### src/rtl/mips_lsu_pkg.sv
// Shared types and decode helpers for the MIPS load/store unit.
// Build macro MIPS_LSU_UNALIGNED_EN makes LWL/LWR/SWL/SWR legal at any byte offset.
package mips_lsu_pkg;

  typedef enum logic [3:0] {
    OP_LB  = 4'd0,
    OP_LBU = 4'd1,
    OP_LH  = 4'd2,
    OP_LHU = 4'd3,
    OP_LW  = 4'd4,
    OP_SB  = 4'd5,
    OP_SH  = 4'd6,
    OP_SW  = 4'd7,
    OP_LWL = 4'd8,
    OP_LWR = 4'd9,
    OP_SWL = 4'd10,
    OP_SWR = 4'd11
  } lsu_op_t;

  typedef enum logic [1:0] {
    ST_IDLE = 2'd0,
    ST_BUS  = 2'd1,
    ST_RESP = 2'd2
  } lsu_state_t;

  function automatic logic op_is_store(input logic [3:0] op);
    op_is_store = (op == OP_SB) || (op == OP_SH) || (op == OP_SW) ||
                  (op == OP_SWL) || (op == OP_SWR);
  endfunction

  // Codes 12-15 are never legal; halves need an even offset, words offset 0.
  function automatic logic op_is_legal(input logic [3:0] op, input logic [1:0] k);
    case (op)
      OP_LB, OP_LBU, OP_SB:   op_is_legal = 1'b1;
      OP_LH, OP_LHU, OP_SH:   op_is_legal = ~k[0];
      OP_LW, OP_SW:           op_is_legal = (k == 2'd0);
`ifdef MIPS_LSU_UNALIGNED_EN
      OP_LWL, OP_LWR,
      OP_SWL, OP_SWR:         op_is_legal = 1'b1;
`endif
      default:                op_is_legal = 1'b0;
    endcase
  endfunction

endpackage

### src/rtl/mips_lsu_lane_align.sv
// Combinational byte-lane steering: byte enables and write lanes for stores,
// extraction/extension and LWL/LWR merging for loads. Big-endian within a word.
module lsu_lane_align
  import mips_lsu_pkg::*;
(
  input  logic [3:0]  op,
  input  logic [1:0]  k,
  input  logic [31:0] wdata,
  input  logic [31:0] rt_old,
  input  logic [31:0] rdata,
  output logic [3:0]  byteenable,
  output logic [31:0] writedata,
  output logic [31:0] load_data
);

  // Byte idx of a register value counted from the MSB (idx 0 = bits 31:24).
  function automatic logic [7:0] wbyte(input logic [31:0] w, input logic [1:0] idx);
    wbyte = w[{~idx, 3'b000} +: 8];
  endfunction

  always_comb begin
    byteenable = 4'b0000;
    case (op)
      OP_LB, OP_LBU, OP_SB:   byteenable = 4'b0001 << k;
      OP_LH, OP_LHU, OP_SH:   byteenable = k[1] ? 4'b1100 : 4'b0011;
      OP_LW, OP_SW:           byteenable = 4'b1111;
      OP_LWL, OP_SWL:         byteenable = 4'b1111 << k;
      OP_LWR, OP_SWR:         byteenable = 4'b1111 >> (2'd3 - k);
      default:                byteenable = 4'b0000;
    endcase
  end

  logic [31:0] lwl_word;
  logic [31:0] lwr_word;

  genvar gi;
  generate
    for (gi = 0; gi < 4; gi++) begin : g_lane
      localparam logic [1:0] LANE = 2'(gi);
      logic [7:0] wd_lane;
      logic [1:0] swl_idx;
      logic [1:0] swr_idx;
      logic [2:0] pos_sum;
      logic [1:0] lwl_src;
      logic [1:0] lwr_src;

      // Store lanes: lane j carries register byte (j-k) for SWL, (3-k+j) for SWR.
      assign swl_idx = LANE - k;
      assign swr_idx = LANE + 2'd3 - k;

      always_comb begin
        wd_lane = wbyte(wdata, LANE);
        case (op)
          OP_SB:   wd_lane = wdata[7:0];
          OP_SH:   wd_lane = LANE[0] ? wdata[7:0] : wdata[15:8];
          OP_SWL:  wd_lane = wbyte(wdata, swl_idx);
          OP_SWR:  wd_lane = wbyte(wdata, swr_idx);
          default: wd_lane = wbyte(wdata, LANE);
        endcase
      end

      assign writedata[8*gi +: 8] = wd_lane;

      // Load merge: result byte position gi (MSB first) takes memory byte gi+k
      // for LWL while gi+k<=3, and memory byte gi+k-3 for LWR once gi+k>=3.
      assign pos_sum = {1'b0, LANE} + {1'b0, k};
      assign lwl_src = LANE + k;
      assign lwr_src = LANE + k + 2'd1;
      assign lwl_word[8*(3-gi) +: 8] = (pos_sum <= 3'd3) ? rdata[{lwl_src, 3'b000} +: 8]
                                                          : rt_old[8*(3-gi) +: 8];
      assign lwr_word[8*(3-gi) +: 8] = (pos_sum >= 3'd3) ? rdata[{lwr_src, 3'b000} +: 8]
                                                          : rt_old[8*(3-gi) +: 8];
    end
  endgenerate

  logic [7:0]  ld_byte;
  logic [15:0] ld_half;

  assign ld_byte = rdata[{k, 3'b000} +: 8];
  assign ld_half = k[1] ? {rdata[23:16], rdata[31:24]} : {rdata[7:0], rdata[15:8]};

  always_comb begin
    load_data = 32'h0;
    case (op)
      OP_LB:   load_data = {{24{ld_byte[7]}}, ld_byte};
      OP_LBU:  load_data = {24'h0, ld_byte};
      OP_LH:   load_data = {{16{ld_half[15]}}, ld_half};
      OP_LHU:  load_data = {16'h0, ld_half};
      OP_LW:   load_data = {rdata[7:0], rdata[15:8], rdata[23:16], rdata[31:24]};
      OP_LWL:  load_data = lwl_word;
      OP_LWR:  load_data = lwr_word;
      default: load_data = 32'h0;
    endcase
  end

endmodule

### src/rtl/mips_lsu.sv
// MIPS load/store unit: one CPU request at a time onto an Avalon-MM master port.
// MIPS_LSU_UNALIGNED_EN (see package) enables LWL/LWR/SWL/SWR.
module mips_lsu
  import mips_lsu_pkg::*;
#(
  parameter int TIMEOUT = 256,
  parameter int ADDR_W  = 32
) (
  input  logic              clk,
  input  logic              reset,
  input  logic              req_valid,
  output logic              req_ready,
  input  logic [3:0]        req_op,
  input  logic [ADDR_W-1:0] req_addr,
  input  logic [31:0]       req_wdata,
  input  logic [31:0]       req_rt_old,
  output logic              resp_valid,
  output logic [31:0]       resp_rdata,
  output logic              resp_err,
  output logic              resp_timeout,
  output logic [ADDR_W-1:0] address,
  output logic              read,
  output logic              write,
  input  logic              waitrequest,
  output logic [31:0]       writedata,
  output logic [3:0]        byteenable,
  input  logic [31:0]       readdata
);

  localparam int CNT_W = (TIMEOUT > 0) ? $clog2(TIMEOUT + 1) : 1;
  localparam logic [CNT_W-1:0] TO_VAL = CNT_W'(TIMEOUT);

  lsu_state_t        state_q, state_d;
  logic [CNT_W-1:0]  cnt_q, cnt_d;
  logic [3:0]        op_q, op_d;
  logic [1:0]        k_q, k_d;
  logic [31:0]       rt_q, rt_d;
  logic              read_q, read_d;
  logic              write_q, write_d;
  logic [ADDR_W-1:0] address_q, address_d;
  logic [31:0]       writedata_q, writedata_d;
  logic [3:0]        byteenable_q, byteenable_d;
  logic              resp_valid_q, resp_valid_d;
  logic [31:0]       resp_rdata_q, resp_rdata_d;
  logic              resp_err_q, resp_err_d;
  logic              resp_timeout_q, resp_timeout_d;

  logic [3:0]  align_op;
  logic [1:0]  align_k;
  logic [3:0]  align_be;
  logic [31:0] align_wd;
  logic [31:0] align_ld;

  // Shared aligner: request fields while idle, latched op/offset during the access.
  assign align_op = (state_q == ST_IDLE) ? req_op : op_q;
  assign align_k  = (state_q == ST_IDLE) ? req_addr[1:0] : k_q;

  lsu_lane_align u_align (
    .op         (align_op),
    .k          (align_k),
    .wdata      (req_wdata),
    .rt_old     (rt_q),
    .rdata      (readdata),
    .byteenable (align_be),
    .writedata  (align_wd),
    .load_data  (align_ld)
  );

  always_comb begin
    state_d        = state_q;
    cnt_d          = cnt_q;
    op_d           = op_q;
    k_d            = k_q;
    rt_d           = rt_q;
    read_d         = read_q;
    write_d        = write_q;
    address_d      = address_q;
    writedata_d    = writedata_q;
    byteenable_d   = byteenable_q;
    resp_valid_d   = 1'b0;
    resp_rdata_d   = 32'h0;
    resp_err_d     = 1'b0;
    resp_timeout_d = 1'b0;
    case (state_q)
      ST_IDLE: begin
        if (req_valid) begin
          op_d = req_op;
          k_d  = req_addr[1:0];
          rt_d = req_rt_old;
          if (op_is_legal(req_op, req_addr[1:0])) begin
            state_d      = ST_BUS;
            cnt_d        = '0;
            read_d       = ~op_is_store(req_op);
            write_d      = op_is_store(req_op);
            address_d    = {req_addr[ADDR_W-1:2], 2'b00};
            writedata_d  = align_wd;
            byteenable_d = align_be;
          end else begin
            state_d      = ST_RESP;
            resp_valid_d = 1'b1;
            resp_err_d   = 1'b1;
          end
        end
      end
      ST_BUS: begin
        // A completing transfer wins over a timeout reached in the same cycle.
        if (!waitrequest) begin
          state_d      = ST_RESP;
          read_d       = 1'b0;
          write_d      = 1'b0;
          resp_valid_d = 1'b1;
          resp_rdata_d = op_is_store(op_q) ? 32'h0 : align_ld;
        end else if ((TIMEOUT > 0) && (cnt_q == TO_VAL)) begin
          state_d        = ST_RESP;
          read_d         = 1'b0;
          write_d        = 1'b0;
          resp_valid_d   = 1'b1;
          resp_timeout_d = 1'b1;
        end else begin
          cnt_d = cnt_q + 1'b1;
        end
      end
      ST_RESP: begin
        state_d = ST_IDLE;
      end
      default: begin
        state_d = ST_IDLE;
      end
    endcase
  end

  always_ff @(posedge clk) begin
    if (reset) begin
      state_q        <= ST_IDLE;
      cnt_q          <= '0;
      op_q           <= 4'h0;
      k_q            <= 2'd0;
      rt_q           <= 32'h0;
      read_q         <= 1'b0;
      write_q        <= 1'b0;
      address_q      <= '0;
      writedata_q    <= 32'h0;
      byteenable_q   <= 4'h0;
      resp_valid_q   <= 1'b0;
      resp_rdata_q   <= 32'h0;
      resp_err_q     <= 1'b0;
      resp_timeout_q <= 1'b0;
    end else begin
      state_q        <= state_d;
      cnt_q          <= cnt_d;
      op_q           <= op_d;
      k_q            <= k_d;
      rt_q           <= rt_d;
      read_q         <= read_d;
      write_q        <= write_d;
      address_q      <= address_d;
      writedata_q    <= writedata_d;
      byteenable_q   <= byteenable_d;
      resp_valid_q   <= resp_valid_d;
      resp_rdata_q   <= resp_rdata_d;
      resp_err_q     <= resp_err_d;
      resp_timeout_q <= resp_timeout_d;
    end
  end

  assign req_ready    = (state_q == ST_IDLE) && !reset;
  assign address      = address_q;
  assign read         = read_q;
  assign write        = write_q;
  assign writedata    = writedata_q;
  assign byteenable   = byteenable_q;
  assign resp_valid   = resp_valid_q;
  assign resp_rdata   = resp_rdata_q;
  assign resp_err     = resp_err_q;
  assign resp_timeout = resp_timeout_q;

endmodule

### config.mk
export PLATFORM = sky130hd
export DESIGN_NAME = mips_lsu
export DESIGN_NICKNAME = d
export VERILOG_FILES = /design/src/rtl/mips_lsu_pkg.sv /design/src/rtl/mips_lsu_lane_align.sv /design/src/rtl/mips_lsu.sv
export SDC_FILE = /design/constraint.sdc
export NUM_CORES = 1
export LEC_CHECK = 0
export BUFFER_PORTS_ARGS = -buffer_cell sky130_fd_sc_hd__buf_4
export CORE_MARGIN = 2
export CORE_UTILIZATION = 28
export CTS_BUF_LIST = sky130_fd_sc_hd__clkbuf_8
export CTS_CLUSTER_SIZE = 30
export DETAILED_ROUTE_END_ITERATION = 8
export PLACE_DENSITY = 0.57
export SLEW_MARGIN = 20
export SYNTH_ARGS = -nofsm -noshare
export SYNTH_HDL_FRONTEND = slang
export SYNTH_SLANG_ARGS = --single-unit
### constraint.sdc
create_clock -name clk -period 4.2 [get_ports clk]
set_input_delay 0.84 -clock clk [delete_from_list [all_inputs] [get_ports clk]]
set_output_delay 0.84 -clock clk [all_outputs]
set_load 0.05 [all_outputs]
* Word-level counts from Yosys, hierarchy flattened
Index checks and enable logic that the tools add are counted. W data, S select, Z words.
Storage, ports and cells: word-level logic and storage cells 167, bits in registers 152
Cells by class: equality and inequality tests 32, add/subtract/negate cells 14, bitwise gates (word level) 9, shifts and indexed selects 14, reduce and logical (&&, ||, !) cells 32, multiplexer cells 44, magnitude comparators 8
Operator list (number):
- $shiftx A32 B6 Y8 | 11
- $pmux W32 S7 | 1
- $mux W8 | 8
- $pmux W8 S3 | 2
- $eq A4 B3 Y1 const B | 11
- $mux W9 | 4
- $eq A4 B4 Y1 const B | 8
- $pmux W8 S4 | 1
- $pmux W4 S5 | 1
- $pmux W9 S2 | 1
- $eq A4 B2 Y1 const B | 4
- $mux W16 | 1
- $pmux W8 S2 | 1
- $reduce_or A3 Y1 | 5
- $mux W1 | 12
- $reduce_or A2 Y1 | 6
- $mux W2 | 5
- $add A9 B1 Y9 const B | 1
- $eq A9 B9 Y1 const B | 1
- $ge A3 B2 Y1 const B | 3
- $le A3 B2 Y1 const B | 3
- $add A2 B1 Y2 const B | 4
- $eq A4 B1 Y1 const B | 2
- $logic_not A4 Y1 | 2
- other kinds (30) | 55

* Logic depth before layout (Yosys ltp)
word-level depth 9, gate-level depth with buffers 12, depth with buffers taken out 8

* Modules after synthesis
From an unflattened synthesis, not the netlist that was laid out.
Second synthesis, totals: cells, all modules 1161, area total of the unflattened synthesis 10057.1 um^2
By module, submodules not included:
- mips_lsu | sequential area each 3042.9 um^2, cells each 634, times used 1, area each 5372.7 um^2
- lsu_lane_align | sequential area each 0.0 um^2, cells each 527, times used 1, area each 4684.5 um^2

* Worst setup path after synthesis
No wires, ideal clock.
kind input -> register, from input port req_addr[1], to register resp_rdata_q[31], in the netlist resp_rdata[31], setup time 0.138 ns, cell stages on the path 10, setup slack 0.882 ns, arrival 3.180 ns, cells stage by stage mux2i_1 -> inv_1 -> buf_2 -> clkbuf_1 -> ha_1 -> clkbuf_1 -> mux4_2 -> or3_1 -> o211ai_1 -> a41oi_1
Between the ends: cells in the longest elaborated chain, start to end 5
Ends and longest elaborated chain:
- start, declared | line mips_lsu.sv:14 | input logic [ADDR_W-1:0] req_addr,
- $mux W2 * | line mips_lsu.sv:56 | assign align_k = (state_q == ST_IDLE) ? req_addr[1:0] : k_q;
- $add A2 B1 Y2 | line mips_lsu_lane_align.sv:68 | assign lwr_src = LANE + k + 2'd1;
- $shiftx A32 B6 Y8 | line mips_lsu_lane_align.sv:71 | assign lwr_word[8*(3-gi) +: 8] = (pos_sum >= 3'd3) ? rdata[{lwr_src, 3'b000} +: 8]
- $mux W8 | line mips_lsu_lane_align.sv:71
- $pmux W32 S7 * | line mips_lsu_lane_align.sv:84 | case (op)
- end signal, assigned | line mips_lsu.sv:160 | resp_rdata_q <= resp_rdata_d;
- end, declared | line mips_lsu.sv:44 | logic [31:0] resp_rdata_q, resp_rdata_d;
Every way passes the cells marked *; elsewhere a longest branch is shown, timed or not. A chain may end at the register's enable or synchronous reset.

* Worst setup path after layout
from register state_q[0], to register resp_rdata_q[1], in the netlist resp_rdata[1]
Between the ends: cells in the longest elaborated chain, start to end 7
Ends and longest elaborated chain:
- start, declared | line mips_lsu.sv:33 | lsu_state_t state_q, state_d;
- start signal, assigned | line mips_lsu.sv:149 | state_q <= state_d;
- $logic_not A2 Y1 | line mips_lsu.sv:55, mips_lsu.sv:56
- $mux W2 | line mips_lsu.sv:56
- $add A2 B2 Y2 | line mips_lsu_lane_align.sv:67, mips_lsu_lane_align.sv:68
- $add A2 B1 Y2 | line mips_lsu_lane_align.sv:68
- $shiftx A32 B6 Y8 | line mips_lsu_lane_align.sv:71
- $mux W8 | line mips_lsu_lane_align.sv:71
- $pmux W32 S7 | line mips_lsu_lane_align.sv:84
Several ways; a longest one is shown, not always the timed one.

==> impl_results.md <==
* CTS buffer count at 17
* Starting Density at 0.284
* CTS tree: built
* # H-tree levels at 4
* Vias in the first global route at 7,935
* Minimum clock period at 3.32 ns
* DRC Markers at 0
* GRT Residual Overflow at 0
* Netlist cell types at between 70 and 80
* # clock sinks at 152
* Crit. End Element: flop
* Worst-path fanout max at 19
* Area delta synth->final at 31.4%
* F_max at 301 MHz
* Status: finished, final reports clean
* Routed WL at 30.8 mm
* Syn_area_per_cell at 8.07 µm²
* Clock Tree Buf Depth at 2
* Root Buffer: clkbuf_8
* Hold_buf cts at 0
* Total Routing Usage GR at 0.203
* Drt pass-1 iters at 5
* First-pass GRT wire length at 46.0 mm
* # setup viols final at 0
* Pin count of the biggest net entering global routing at 90
* Synthesized area at between 0.007 and 0.008 mm²
* Hold Crit Class: reg2reg
* Sequential share of power at 0.411
* PortBufs at between 200 and 250
* Max_cap viols at 0
* Final antenna-violating net count at 0
* Post-synthesis sequential area ratio at 0.387
* Total power at 3.79 mW
* NumNets Final at 1,308
* Clk Latency, worst-skew pair at approximately 0.47 ns
* Prevailing post-synth register cell: dfxtp_1
* Crit path largest cell delay at 0.87 ns
* Worst Hold Depth at 2
* Worst path buffer plus inverter count at 0
* Fin. Hold Viols at 0
* Arrival time at the worst endpoint at 3.68 ns
* RSZ-0062 raised after global routing: no
* Worst Tran Pin Value at 0.985 ns
* Rows at 61
* Vias at ~8,300
* Fin crit share at 0.792
* Crit path max-delay cell type: nor2_2
* Ys Warns at 0
* CP startpoint kind: flop
* Async S/R FF share, synth at 0
* Critical Path, Cell by Cell: or2_1 -> a31oi_2 -> nor2_2 -> and2_1 -> a222oi_1 -> a21oi_1
* Clock power share at 0.315
* Net Sw Frac at 0.370
* Critical Path RT at approximately 4.6 ns
* I/O Pins at roughly 240
* WL/cell at 19.7 µm
* Post-Synthesis Cells at 974
* Crit Path Category: reg2reg
* Combinational power share at 0.275
* Delay-heaviest family, CP: simple AND/OR/NAND/NOR gates
* EDFF count, synth at 0
* Die ar. at 0.0294 mm²
* PostCTS Resize Cnt at 0
* Via density at ~5.3
* Static Leakage at between 4 and 5 nW
* Die width at 172 µm
* Crit path setup slack, layout at 0.876 ns
* Internal power at 2.39 mW
* Die height at 172 µm
* Final Core Density at 0.373
* Ant. Diodes at 0
* Core Region at 0.0277 mm²
* FILL cells at slightly below 3,000
* R2r worst-path depth at 6
* Stages on the worst setup path at 6
* Pre-CTS WS at around 0.79 ns
* Worst vdd ir at about 0.16 mV
* Slew Viols, Final at 0
* Clock Pin Slew Worst Setup and Hold Paths at 0.10 ns
* Clock skew at 0.0204 ns
* Initial antenna violation count at 0
* Post-CTS Setup Inserts at 0
* Switch Pwr at 1.40 mW
* Slew headroom at 0.343
* Pwr dens at 367 mW/mm²
* Share of cells above drive strength 1 at 0.273
* Setup TNS at 0 ns
* Detailed placement HPWL at about 23 mm
* DR iter-0 viols at about 800
* Seq cells post-synth at 152
* GPL Wtd Cong at 0.933
==> flip-flops by register name, indices dropped and copies added (netlist names) <==
name	cells
op_q	4
state_q	2
byteenable	4
cnt_q	9
resp_valid	1
resp_rdata	32
resp_timeout	1
address	30
read	1
write	1
k_q	2
writedata	32
resp_err	1
rt_q	32
==> through the flow <==
stage	instance area, µm²	hold WS, ns	cells
after floorplan	7870	0.433	975
after global placement	9930	0.438	1528
after detailed placement	9930	0.445	1528
after CTS	10300	0.459	1560
after global routing	10300	0.478	1560
final	10300	0.457	1560
==> cells in the mapped netlist (2+ instances only) <==
cell	instances	area share
nand2b_1	14	0.011
buf_1	4	0.0019
o31ai_1	8	0.0076
nor2_1	72	0.034
o21ai_0	55	0.035
nand3_1	25	0.016
o31a_1	3	0.0033
o21a_1	3	0.0029
a21oi_1	109	0.069
a211o_1	2	0.0022
mux2i_4	2	0.0057
or3_1	11	0.0088
mux2_2	3	0.0043
mux4_1	2	0.0067
a21o_1	2	0.0019
a31oi_1	26	0.021
nand4_1	4	0.0032
buf_4	6	0.0057
a311oi_1	6	0.0067
nand3b_1	7	0.0067
o21ai_1	6	0.0038
inv_1	5	0.0024
nor3_1	9	0.0057
buf_2	26	0.017
ha_1	3	0.0048
mux4_2	12	0.034
o221ai_1	2	0.0022
and3_1	6	0.0048
clkbuf_1	43	0.021
and2_1	2	0.0016
o211ai_1	19	0.018
o22ai_1	2	0.0016
nor4_1	5	0.0040
nand2_1	197	0.094
buf_6	2	0.0029
a221oi_1	3	0.0033
a211oi_1	8	0.0076
a2bb2oi_1	9	0.010
a22oi_1	17	0.016
mux2i_1	35	0.045
dfxtp_1	152	0.39
nor2_2	4	0.0032
a222oi_1	15	0.019
==> area by class of cell <==
cell class	count	area, µm²	area share
multi-input combinational	736	4450	0.431
sequential	152	3040	0.294
timing repair buffer	256	1930	0.187
tap	378	473	0.0458
clock buffer	17	234	0.0226
clock inverter	15	174	0.0168
inverter	6	25.0	0.00242
==> cells by family (layout without fill, tap and decap cells) <==
| group | count (synthesis) | in the layout | synth area share |
|---|---|---|---|
| DFF | 152 | 152 | 0.387 |
| muxes | 56 | 56 | 0.0993 |
| and+or+nand+nor | 363 | 363 | 0.203 |
| buffers and inverters | 87 | 294 | 0.0507 |
| adders and majority gates | 3 | 3 | 0.00477 |
| xor gates and xnor gates | 2 | 2 | 0.00223 |
| other | 1 | 2 | 0.000477 |
| AOI/OAI and AO/OA | 310 | 310 | 0.253 |
==> power groups by stage <==
| stage | clock network [mW] | logic (mW) | registers (mW) |
|---|---|---|---|
| 3_5_place_dp | 0 | 1.04 | 1.59 |
| 5_1_grt | 1.28 | 1.12 | 1.57 |
| 2_1_floorplan | 0 | 0.562 | 1.70 |
| 4_1_cts | 1.22 | 1.04 | 1.56 |
| 3_3_place_gp | 0 | 1.03 | 1.59 |
| 6_report | 1.19 | 1.04 | 1.56 |
==> layout by cell type, fill, tap and decap left out, types with 3 or more instances in the layout <==
master	synthesis	layout
or3_1	11	11
dfxtp_1	152	152
a221oi_1	3	3
nand4_1	4	4
a22oi_1	17	17
mux2i_1	35	34
o31a_1	3	3
nand3_1	25	25
o21a_1	3	3
inv_1	5	5
a222oi_1	15	15
inv_6	0	7
mux2i_4	2	3
nand2b_1	14	14
clkbuf_8	0	17
a21oi_1	109	109
buf_4	6	255
inv_8	0	4
nand2_1	197	196
o211ai_1	19	19
a311oi_1	6	6
nor2_2	4	4
o31ai_1	8	8
nand3b_1	7	7
nor3_1	9	9
o21ai_0	55	55
a211oi_1	8	8
o21ai_1	6	6
ha_1	3	3
a2bb2oi_1	9	9
mux4_2	12	12
mux2_2	3	3
nor4_1	5	5
nor2_1	72	72
and3_1	6	6
a31oi_1	26	26
==> routing by layer <==
layer,global-route usage,vias up,share of wire,wire length [µm]
li1,-,3921,-,-
met3,0.0414,43,0.083,2550
met4,0.0534,0,0.020,625
met1,0.267,3953,0.43,13400
met5,0,-,0,0
met2,0.339,395,0.46,14300
==> path summary, 6_finish.rpt <==
kind / startpoint / to / slack, ns
hold / removal: writedata[4] / writedata[4] / 0.46
setup / recovery: state_q[0] / resp_rdata[1] / 0.88
setup reg to reg: state_q[0] / resp_rdata[1] / 0.88
hold reg to reg: writedata[4] / writedata[4] / 0.46
==> tightest hold or removal path, cell delays in order (launching register included) <==
cell     delay [ns]
dfxtp_1        0.32
nand2_1        0.05
a21oi_1        0.05
No activity file was read; power rests on OpenSTA's default activity.
